--- config.mk ---
export PLATFORM = sky130hd
export DESIGN_NAME = memory_stage
export DESIGN_NICKNAME = d
export VERILOG_FILES = /design/src/rtl/memory_stage.sv
export SDC_FILE = /design/constraint.sdc
export NUM_CORES = 1
export LEC_CHECK = 0
export CORE_AREA = 10 10 219 221
export CTS_CLUSTER_DIAMETER = 80
export DETAILED_ROUTE_END_ITERATION = 16
export DIE_AREA = 0 0 229 231
export SLEW_MARGIN = 20
export SYNTH_ARGS = -nofsm -noshare
export SYNTH_HDL_FRONTEND = slang
export SYNTH_SLANG_ARGS = --single-unit
--- constraint.sdc ---
create_clock -name clk -period 29 [get_ports clk]
set_clock_uncertainty 0.05 [all_clocks]
set_input_delay 5.8 -clock clk [delete_from_list [all_inputs] [get_ports clk]]
set_output_delay 5.8 -clock clk [all_outputs]
set_load 0.01 [all_outputs]
--- src/rtl/memory_stage.sv ---
`timescale 1ns/1ps
`default_nettype none
// ============================================================================
// Module      : memory_stage
// Description : Pipeline MEM stage. Resolves CBZ branches, runs loads/stores
//               over a req/ack data-memory handshake, stalls while an access
//               is outstanding and registers results into MEM/WB.
//               Optional macro MEM_ALIGN_CHECK_EN enables misalignment faults.
// Revision    : 1.0 - initial release
// ============================================================================
module memory_stage #(
  parameter int N = 64
) (
  input  logic         clk,
  input  logic         reset,
  input  logic         valid_M,
  input  logic [N-1:0] aluResult_M,
  input  logic [N-1:0] writeData_M,
  input  logic [N-1:0] PCBranch_M,
  input  logic         zero_M,
  input  logic         Branch_M,
  input  logic         memRead_M,
  input  logic         memWrite_M,
  output logic         dm_req,
  output logic         dm_we,
  output logic [N-1:0] dm_addr,
  output logic [N-1:0] dm_wdata,
  input  logic         dm_ack,
  input  logic [N-1:0] dm_rdata,
  output logic         PCSrc_M,
  output logic [N-1:0] PCBranch_out,
  output logic         stall_M,
  output logic         valid_W,
  output logic [N-1:0] aluResult_W,
  output logic [N-1:0] readData_W,
  output logic         misalign_W
);

  localparam logic [1:0] c_ST_IDLE = 2'd0;
  localparam logic [1:0] c_ST_WAIT = 2'd1;
  localparam logic [1:0] c_ST_DONE = 2'd2;

  logic [1:0]   r_state;
  logic         r_dm_we;
  logic [N-1:0] r_dm_addr;
  logic [N-1:0] r_dm_wdata;
  logic [N-1:0] r_rdata_q;
  logic         r_valid_w;
  logic [N-1:0] r_alu_result_w;
  logic [N-1:0] r_read_data_w;
  logic         r_misalign_w;

  logic         w_memop;
  logic         w_misalign;
  logic         w_issue;
  logic         w_stall;
  logic         w_is_load;

  assign w_memop   = valid_M & (memRead_M | memWrite_M);
  // A simultaneous read+write request is handled as a store.
  assign w_is_load = memRead_M & ~memWrite_M;

`ifdef MEM_ALIGN_CHECK_EN
  assign w_misalign = w_memop & (aluResult_M[2:0] != 3'b000);
`else
  assign w_misalign = 1'b0;
`endif

  assign w_issue = (r_state == c_ST_IDLE) & w_memop & ~w_misalign;
  // Nothing may hold the pipeline while reset is asserted.
  assign w_stall = ~reset & (w_issue | (r_state == c_ST_WAIT));

  always_ff @(posedge clk or posedge reset) begin
    if (reset) begin
      r_state    <= c_ST_IDLE;
      r_dm_we    <= 1'b0;
      r_dm_addr  <= '0;
      r_dm_wdata <= '0;
      r_rdata_q  <= '0;
    end else begin
      case (r_state)
        c_ST_IDLE: begin
          if (w_issue) begin
            r_state    <= c_ST_WAIT;
            r_dm_addr  <= aluResult_M;
            r_dm_wdata <= writeData_M;
            r_dm_we    <= memWrite_M;
          end
        end
        c_ST_WAIT: begin
          if (dm_ack) begin
            r_rdata_q <= dm_rdata;
            r_state   <= c_ST_DONE;
          end
        end
        c_ST_DONE: r_state <= c_ST_IDLE;
        default:   r_state <= c_ST_IDLE;
      endcase
    end
  end

  // MEM/WB boundary: a stalled cycle inserts a bubble and holds data.
  always_ff @(posedge clk or posedge reset) begin
    if (reset) begin
      r_valid_w      <= 1'b0;
      r_alu_result_w <= '0;
      r_read_data_w  <= '0;
      r_misalign_w   <= 1'b0;
    end else if (w_stall) begin
      r_valid_w <= 1'b0;
    end else begin
      r_valid_w      <= valid_M;
      r_alu_result_w <= aluResult_M;
      r_read_data_w  <= ((r_state == c_ST_DONE) & w_is_load) ? r_rdata_q : '0;
      r_misalign_w   <= w_misalign;
    end
  end

  assign dm_req       = (r_state == c_ST_WAIT);
  assign dm_we        = r_dm_we;
  assign dm_addr      = r_dm_addr;
  assign dm_wdata     = r_dm_wdata;
  assign stall_M      = w_stall;
  assign PCSrc_M      = valid_M & Branch_M & zero_M;
  assign PCBranch_out = PCBranch_M;
  assign valid_W      = r_valid_w;
  assign aluResult_W  = r_alu_result_w;
  assign readData_W   = r_read_data_w;
  assign misalign_W   = r_misalign_w;

endmodule
`default_nettype wire

Word-level counts from Yosys, hierarchy flattened. Cells that the tools add are included.

Equality and inequality tests: 4. Multiplexer cells: 5. Bitwise operators: 11. Reductions and logical operators: 4.

Operators by type and width (number): 64-bit 2-to-1 mux (1); 1-bit AND (7); 2-bit AND reduction (3); 2-bit 2-to-1 mux (2); 2-bit case mux with 2 select lines (1); 2-bit by 1-bit == test with 1-bit output (second input constant) (1); 2-bit == test (second input constant) (1); 2-bit zero test (1); 2-bit by 1-bit inequality test with 1-bit output (second input constant) (1); 2-bit inequality test (second input constant) (1); 1-bit inverter (2); 1-bit OR (2); 1-bit 2-to-1 mux (1).

Register bits: 324. Bits of input ports: 264. Output and inout port bits: 326. Logic and storage cells: 32.

Depth between registers and ports, before layout. Gate-level depths: netlist of run 1.

Word-level depth: 6. Depth in mapped cells: 6. Mapped depth without buffers: 3.

Worst setup path after synthesis of run 1. Ideal clock, no wire load.

Kind: input port to output port. From: input port memRead_M. To: output port stall_M. Arrival: 6.664 ns. Required time: 23.150 ns. Slack: 16.486 ns. Cell stages on the path: 4. Buffers on the path: 2. Cells stage by stage: o21ai_1 a211oi_2 buf_2 clkbuf_1.

Cells in the longest elaborated chain, start to end: 5.

RTL lines: from (decl) (line 22) `input logic memRead_M,`; 1-bit OR (line 59) `assign w_memop = valid_M & (memRead_M | memWrite_M);`; 1-bit AND (line 59); 1-bit AND (line 69) `assign w_issue = (r_state == c_ST_IDLE) & w_memop & ~w_misalign;`; 1-bit OR (line 71) `assign w_stall = ~reset & (w_issue | (r_state == c_ST_WAIT));`; 1-bit AND (line 71); to (decl) (line 32) `output logic stall_M,`.

No other way between the ends.

Worst setup path in the final report of run 1.
From: input port memWrite_M. To: output port stall_M.

Cells in the longest elaborated chain, start to end: 5.

RTL lines: from (decl) (line 23) `input logic memWrite_M,`; 1-bit OR (line 59); 1-bit AND (line 59); 1-bit AND (line 69); 1-bit OR (line 71); 1-bit AND (line 71).

No other way between the ends.

==> results of run 1 <==
logic make-up after synthesis:
group / count (synthesis) / synth area share, %
other cells: 1 / 0.0294
flops: 324 / 63.5
compound gates: 67 / 4.59
simple gates: 6 / 0.304
mux: 257 / 25.6
buf+inv: 111 / 5.99
placed cells by master (no fill, tap or decap):
| cell type | instances |
|---|---|
| bufinv_16 | 1 |
| nand2_2 | 1 |
| dfrtp_1 | 324 |
| nor2b_1 | 2 |
| clkbuf_16 | 38 |
| buf_4 | 6 |
| diode_2 | 2 |
| and3_1 | 1 |
| inv_1 | 2 |
| buf_12 | 1 |
| clkdlybuf4s50_1 | 460 |
| inv_6 | 2 |
| clkbuf_1 | 14 |
| or3_4 | 1 |
| o21ai_1 | 1 |
| inv_8 | 1 |
| clkinv_8 | 1 |
| a211oi_4 | 1 |
| mux2_2 | 158 |
| conb_1 | 1 |
| clkinvlp_4 | 1 |
| o31ai_1 | 1 |
| buf_6 | 1 |
| nor4bb_4 | 1 |
| a22o_1 | 64 |
| mux2_4 | 99 |
| clkbuf_8 | 5 |
| clkinv_2 | 2 |
per-stage QoR:
step | utilization, % | setup slack (ps) | cell area, um2 | std cells
3_5_place_dp | 39.9 | 15540 | 17500 | 1718
2_1_floorplan | - | 14180 | 12800 | 766
3_3_place_gp | 39.9 | 15550 | 17500 | 1718
6_report | 42.6 | 15570 | 18600 | 1784
5_1_grt | 42.6 | 15470 | 18600 | 1784
4_1_cts | 42.6 | 15520 | 18600 | 1782
routing by layer:
metal  share of wire (%)  global-route usage, %
met1                  41                   16.3
met2                  45                   21.3
met3                  12                   7.80
met4                 2.1                   4.24
met5                0.12                      0
layout make-up:
type / instances / area (um2) / share of cell area, %
sequential: 324 / 8110 / 43.5
timing repair buffer: 468 / 4680 / 25.1
multi-input combinational: 331 / 3920 / 21.1
clock buffer: 57 / 1070 / 5.76
tap: 592 / 741 / 3.98
clock inverter: 7 / 81.3 / 0.437
inverter: 3 / 18.8 / 0.101
antenna: 2 / 5.00 / 0.0269
state kept, by name, indices dropped and copies added, names as in the netlist:
signal / cells
aluResult_W: 64
r_state: 2
dm_addr: 64
dm_wdata: 64
dm_we: 1
readData_W: 64
r_rdata_q: 64
valid_W: 1
power groups by stage:
stage | logic (mW) | clock network (mW) | registers, mW
after floorplan | 0.195 | 0 | 0.678
after global placement | 0.463 | 0 | 0.644
after detailed placement | 0.465 | 0 | 0.650
after CTS | 0.468 | 0.465 | 0.643
after global routing | 0.487 | 0.483 | 0.659
final | 0.458 | 0.447 | 0.642
worst max-delay path by stage:
| stage | start | to | slack [ps] | depth (start not counted) |
|---|---|---|---|---|
| final | memWrite_M | stall_M | 15570 | 4 |
| after global routing | memWrite_M | stall_M | 15470 | 4 |
| after CTS | memWrite_M | stall_M | 15520 | 4 |
| after detailed placement | memWrite_M | stall_M | 15540 | 4 |
| after global placement | memWrite_M | stall_M | 15550 | 4 |
| after floorplan | reset | aluResult_W[0]$_DFFE_PP0N_ | 14180 | 1 |
worst max-delay path, cell delays in order:
cell and delay (ps):
clkdlybuf4s50_1 550, o21ai_1 140, a211oi_4 410, clkdlybuf4s50_1 680
==> results.py, run 1 <==
metrics = {
    "die": {
        "dieArea_mm2": 0.0529,
        "io_pins": 590,
        "die_h_um": 231,
        "coreArea_mm2": 0.0437,
        "initial_core_util_pct": 29.2,
        "rows": 77,
        "fp.dieW_um": 229,
    },
    "global_route": {
        "grt_pass1_vias": 8730,
        "grt_pass1_wl_mm": 57.3,
        "antenna_found_initial": 6,
        "grt_max_degree": 130,
        "grt.overflow.total": 0,
        "grt_use_total_pct": 13.9,
    },
    "final_layout": {
        "nets": 1430,
        "syn_to_final_growth_pct": 45.9,
        "fillers": 4085,
        "drive_gt1_share_pct": 26.9,
    },
    "sta": {
        "slew_violations": 0,
        "hold_ws_ps": 425,
        "min_period_ps": 13430,
        "hold_viol_final": 0,
        "setup_viol": 0,
        "max_freq_ghz": 0.0744,
        "worstMarginPinSlew_ps": 970,
        "grt_setup_unrepaired": "no",
        "fin_setup_tns_ps": 0,
        "period_share_pct": 46.3,
        "max-slew-margin-rel_pct": 35.3,
    },
    "setup_path": {
        "path_max_fanout": 3,
        "rrSetupSlack_ps": 26020,
        "arrival_ps": 7580,
        "regToRegEndpoint": "dm_addr[12]$_DFFE_PP0P_",
        "critPathKind": "in2out",
        "worstSetupEndpointType": "output pin",
        "cp.required_ps": 23150,
        "start_kind": "primary input",
        "reg2reg_depth": 4,
        "crit-reg2reg-launch": "r_state[1]$_DFFE_PP0P_",
    },
    "clocking": {
        "clk_latency_ps": 530,
        "cts_tree": "done",
        "root_buffer": "clkbuf_16",
        "cts_setup_buffers": 0,
        "post_cts_resized": 0,
        "cts_max_path_buffers": 3,
        "htreeDepth": 2,
        "path_clk_slew_ps": 60,
        "cts_inserted_buffers": 38,
        "numClockSinks": 324,
        "hold_buffers": 0,
    },
    "detailed_routing": {
        "vias": 7864,
        "wire_per_inst_um": 21.1,
        "antenna_left": 0,
        "routed_via_density": 4.41,
        "drt_iter0_drc": 319,
        "drtPass1Iterations": 4,
        "route.detailed.drc": 0,
        "routed_wl_mm": 37.7,
    },
    "logic_synthesis": {
        "synth_most_common_cell": "dfrtp_1",
        "synth_edf_count": 0,
        "synthTopCellsByArea": "dfrtp_1, mux2_2, mux2_4",
        "ys_seq_area_share_pct": 63.5,
        "syn_inst": 766,
        "yosys_warnings": 0,
        "synth.avg_cell_area_um2": 16.7,
        "yosysTopAreaCell": "dfrtp_1",
        "syn-cell-area_mm2": 0.0128,
        "ys.flop_type": "dfrtp_1",
        "ys_types": 19,
        "ys_async_sr_fraction_pct": 100,
        "synth_commonest_cells": "dfrtp_1, mux2_2, mux2_4, buf_4, a22o_1",
        "synth_top_area_share_pct": 63.5,
        "syn-num-nets": 1030,
        "synth-seq-cells": 324,
    },
    "outcome": {
        "status": "complete, no violations",
    },
    "placement": {
        "place_congestion": 0.761,
        "dp_hpwl_mm": 26.9,
        "port_buffers": 460,
    },
    "power_and_ir_drop": {
        "comb_power_share_pct": 29.6,
        "ir_drop_v": 0.0000567,
        "pwr-share-seq_pct": 41.5,
        "switching_share_pct": 26.8,
        "p_total_mw": 1.55,
        "leakagePower_nw": 8.09,
        "p_switching_uw": 414,
        "p_per_area_mw_per_mm2": 83.1,
        "clockPowerShare_pct": 28.9,
        "intPower_mw": 1.13,
    },
    "job": {
        "maxCapViolCount": 0,
    },
    "hold_path": {
        "hold_start": "r_rdata_q[43]$_DFFE_PP0P_",
        "min_path_type": "reg2reg",
        "hold_end": "readData_W[43]$_DFFE_PP0N_",
        "timing.hold.worst_path_depth": 1,
    },
}
(Power assumes the default switching activity.)
==> run 2: changes to the inputs <==
CORE_AREA = 10 10 220 222   (was 10 10 219 221)
DIE_AREA = 0 0 230 232   (was 0 0 229 231)
clock period = 13.9 ns   (was 29 ns; I/O delays follow)
==> run 2 against run 1 <==
Sequential cell count did not move. Critical endpoint unchanged. Critical path type unchanged. Register-to-register slack got worse by 16000 ps. Largest power group unchanged. Critical path depth rose by 1.
==> results.py, run 2 (synthesis gave the netlist of run 1 again) <==
metrics = {
    "setup_path": {
        "cp.required_ps": 11070,
        "arrival_ps": 5210,
        "worstSetupEndpointType": "output pin",
        "regToRegEndpoint": "dm_addr[38]$_DFFE_PP0P_",
        "rrSetupSlack_ps": 10520,
        "crit-reg2reg-launch": "r_state[1]$_DFFE_PP0P_",
        "path_max_fanout": 36,
        "reg2reg_depth": 4,
        "critPathKind": "in2out",
        "start_kind": "primary input",
    },
    "clocking": {
        "numClockSinks": 324,
        "cts_setup_buffers": 0,
        "post_cts_resized": 0,
        "cts_max_path_buffers": 3,
        "root_buffer": "clkbuf_16",
        "cts_inserted_buffers": 39,
        "htreeDepth": 2,
        "path_clk_slew_ps": 50,
        "cts_tree": "done",
        "hold_buffers": 0,
        "clk_latency_ps": 530,
    },
    "final_layout": {
        "syn_to_final_growth_pct": 46.7,
        "nets": 1434,
        "multi_input_comb_area_mm2": 0.00392,
        "post-route-util_pct": 42.6,
        "final_cell_mix": "clkdlybuf4s50_1, dfrtp_1, mux2_2",
        "regArea_mm2": 0.00811,
        "final_common_cell": "clkdlybuf4s50_1",
        "fillers": 4006,
        "drive_gt1_share_pct": 27.3,
    },
    "hold_path": {
        "timing.hold.worst_path_depth": 1,
        "hold_end": "readData_W[60]$_DFFE_PP0N_",
        "min_path_type": "reg2reg",
        "hold_start": "r_rdata_q[60]$_DFFE_PP0P_",
    },
    "placement": {
        "place_congestion": 0.775,
        "post-place-ws_ps": 5800,
        "dp_hpwl_mm": 28.9,
        "port_buffers": 460,
    },
    "job": {
        "maxCapViolCount": 0,
    },
    "detailed_routing": {
        "drt_iter0_drc": 308,
        "route.detailed.drc": 0,
        "wire_per_inst_um": 21.9,
        "routed_wl_mm": 39.2,
        "drtPass1Iterations": 4,
        "antenna_left": 0,
        "vias": 7849,
        "routed_via_density": 4.38,
    },
    "die": {
        "die_h_um": 232,
        "rows": 77,
        "io_pins": 590,
        "initial_core_util_pct": 29.1,
        "dieArea_mm2": 0.0534,
        "coreArea_mm2": 0.0439,
        "fp.dieW_um": 230,
    },
    "sta": {
        "max-slew-margin-rel_pct": 36.1,
        "hold_ws_ps": 431,
        "max_freq_ghz": 0.124,
        "hold_viol_final": 0,
        "worstMarginPinSlew_ps": 959,
        "slew_violations": 0,
        "period_share_pct": 57.8,
        "fin_ws_ps": 5860,
        "fin_setup_tns_ps": 0,
        "setup_viol": 0,
        "min_period_ps": 8040,
        "grt_setup_unrepaired": "no",
    },
    "global_route": {
        "grt_use_total_pct": 14.3,
        "grt_pass1_vias": 8611,
        "antenna_found_initial": 5,
        "grt.overflow.total": 0,
        "grt_pass1_wl_mm": 58.8,
        "grt_max_degree": 116,
    },
    "power_and_ir_drop": {
        "leakagePower_nw": 8.15,
        "p_per_area_mw_per_mm2": 175,
        "p_total_mw": 3.28,
        "ir_drop_v": 0.0000931,
    },
    "outcome": {
        "status": "complete, no violations",
    },
}
==> run 2: where the power goes <==
| group | switching [mW] | internal, mW |
|---|---|---|
| Sequential | 0.135 | 1.20 |
| Combinational | 0.356 | 0.611 |
| Clock | 0.383 | 0.594 |
| Total | 0.873 | 2.41 |
==> run 2: stage by stage <==
step	std cells	cell area, um2
2_1_floorplan	766	12800
3_3_place_gp	1720	17500
3_5_place_dp	1720	17500
4_1_cts	1787	18700
5_1_grt	1788	18700
6_report	1790	18700
==> run 2: how the worst max path moves through the flow <==
stage	slack, ps	start	end
2_1_floorplan	2100	reset	aluResult_W[0]$_DFFE_PP0N_
3_3_place_gp	5800	memWrite_M	stall_M
3_5_place_dp	5800	memWrite_M	stall_M
4_1_cts	5780	memWrite_M	stall_M
5_1_grt	5670	memWrite_M	stall_M
6_report	5860	memWrite_M	stall_M
==> run 2: area by class of cell <==
type / count / share of cell area (%)
clock inverter: 4 / 0.281
inverter: 3 / 0.100
multi-input combinational: 331 / 20.9
clock buffer: 63 / 6.28
tap: 592 / 3.95
timing repair buffer: 471 / 25.1
antenna: 2 / 0.0267
sequential: 324 / 43.3
==> run 2: layer usage <==
metal / GRT usage (%) / part of all wire, % / up-vias
met3: 8.87 / 13 / 47
li1: - / - / 3453
met4: 3.14 / 1.5 / 4
met1: 16.6 / 40 / 3961
met5: 0 / 0.087 / -
met2: 22.2 / 45 / 384
==> run 2: worst max-delay path: stages <==
cell and delay (ps):
clkdlybuf4s50_1 580, o21ai_1 150, a211oi_4 500, buf_4 530, clkdlybuf4s50_1 640
==> run 3: changes to the inputs <==
clock period = 7.6 ns   (was 13.9 ns; I/O delays follow)
==> run 3 against run 2 <==
Worst hold slack improved by 1.8 ps. Die area did not move. Sequential share of layout area decreased by 0.20 points. Final cell count shrank 0.17%. Largest power group unchanged.
==> results.py, run 3 (synthesis gave the netlist of run 1 again) <==
metrics = {
    "outcome": {
        "status": "complete, no violations",
    },
    "sta": {
        "min_period_ps": 4890,
        "setup_viol": 0,
        "max_freq_ghz": 0.205,
        "worstMarginPinSlew_ps": 973,
        "fin_setup_tns_ps": 0,
        "period_share_pct": 64.3,
        "grt_setup_unrepaired": "no",
        "slew_violations": 0,
        "max-slew-margin-rel_pct": 35.1,
        "hold_viol_final": 0,
    },
    "setup_path": {
        "reg2reg_depth": 3,
        "arrival_ps": 3320,
        "cp.required_ps": 6030,
        "crit-reg2reg-launch": "r_state[1]$_DFFE_PP0P_",
        "crit_top_cell": "clkdlybuf4s50_1",
        "path_max_fanout": 3,
        "max_stage_delay_ps": 670,
        "rrSetupSlack_ps": 5280,
        "crit_chain": "clkdlybuf4s50_1, o21ai_1, a211oi_4, clkdlybuf4s50_1",
        "slowest_stage": "clkdlybuf4s50_1",
        "critPathKind": "in2out",
        "regToRegEndpoint": "dm_addr[4]$_DFFE_PP0P_",
        "critical_path_buf_inv_count": 2,
        "worstSetupEndpointType": "output pin",
        "crit_family": "buffers and inverters",
        "start_kind": "primary input",
    },
    "die": {
        "initial_core_util_pct": 29.1,
        "die_h_um": 232,
        "rows": 77,
        "coreArea_mm2": 0.0439,
        "io_pins": 590,
        "dieArea_mm2": 0.0534,
        "fp.dieW_um": 230,
    },
    "clocking": {
        "clk_latency_ps": 540,
        "cts_setup_buffers": 0,
        "path_clk_slew_ps": 60,
        "cts_inserted_buffers": 40,
        "numClockSinks": 324,
        "cts_max_path_buffers": 3,
        "htreeDepth": 2,
        "hold_buffers": 0,
        "cts_tree": "done",
        "root_buffer": "clkbuf_16",
        "post_cts_resized": 0,
    },
    "final_layout": {
        "syn_to_final_growth_pct": 47.4,
        "final_common_cell": "clkdlybuf4s50_1",
        "final_cell_mix": "clkdlybuf4s50_1, dfrtp_1, mux2_2",
        "nets": 1430,
        "drive_gt1_share_pct": 27.7,
    },
    "detailed_routing": {
        "route.detailed.drc": 0,
        "vias": 7842,
        "routed_wl_mm": 38.6,
        "wire_per_inst_um": 21.6,
        "routed_via_density": 4.39,
        "drtPass1Iterations": 4,
        "antenna_left": 0,
        "drt_iter0_drc": 416,
    },
    "power_and_ir_drop": {
        "ir_drop_v": 0.000212,
        "leakagePower_nw": 8.18,
        "p_total_mw": 6.11,
        "p_per_area_mw_per_mm2": 325,
    },
    "hold_path": {
        "hold_start": "r_rdata_q[43]$_DFFE_PP0P_",
        "timing.hold.worst_path_depth": 1,
        "min_path_type": "reg2reg",
        "hold_end": "readData_W[43]$_DFFE_PP0N_",
    },
    "placement": {
        "place_congestion": 0.759,
        "port_buffers": 460,
        "dp_hpwl_mm": 27.5,
    },
    "global_route": {
        "grt.overflow.total": 0,
        "grt_pass1_wl_mm": 57.7,
        "grt_max_degree": 163,
        "grt_use_total_pct": 14.0,
        "antenna_found_initial": 6,
        "grt_pass1_vias": 8645,
    },
    "job": {
        "maxCapViolCount": 0,
    },
}
==> run 3: layout make-up <==
cell class                      count  area, um2
Multi-Input combinational cell    331       3920
Clock buffer                       59       1200
Antenna cell                        1       2.50
Sequential cell                   324       8110
Timing Repair Buffer              466       4700
Clock inverter                     11        124
Inverter                            3       15.0
Fill cell                        4095      25100
Tap cell                          592        741
==> run 3: where the power goes <==
part / internal, mW / leakage [nW] / total, mW / switching, mW
Combinational: 1.12 / 3.59 / 1.76 / 0.637
Sequential: 2.20 / 3.93 / 2.45 / 0.252
Clock: 1.17 / 0.659 / 1.90 / 0.736
==> run 3: how the worst max path moves through the flow <==
| stage | slack, ps | from | end | depth (start not counted) |
|---|---|---|---|---|
| after CTS | 2660 | memWrite_M | stall_M | 4 |
| after global placement | 2660 | memWrite_M | stall_M | 4 |
| final | 2710 | memWrite_M | stall_M | 4 |
| after floorplan | 1710 | reset | aluResult_W[0]$_DFFE_PP0N_ | 1 |
| after detailed placement | 2680 | memWrite_M | stall_M | 4 |
| after global routing | 2590 | memWrite_M | stall_M | 4 |
==> run 3: per-layer routing <==
metal	track usage, %	vias to the layer above	part of all wire [%]
li1	-	3454	-
met1	15.8	3941	40
met2	21.9	387	46
met3	8.44	50	13
met4	3.54	10	1.4
met5	0	-	0.19
==> run 3: metrics by stage <==
stage	utilization [%]	area [um2]	hold WS [ps]	worst slack, ps	cells
floorplan	-	12800	410	1710	766
detailed placement	39.8	17500	423	2680	1716
global route	42.8	18800	446	2590	1786
global placement	39.8	17500	419	2660	1716
finish	42.8	18800	433	2710	1787
CTS	42.8	18800	435	2660	1786
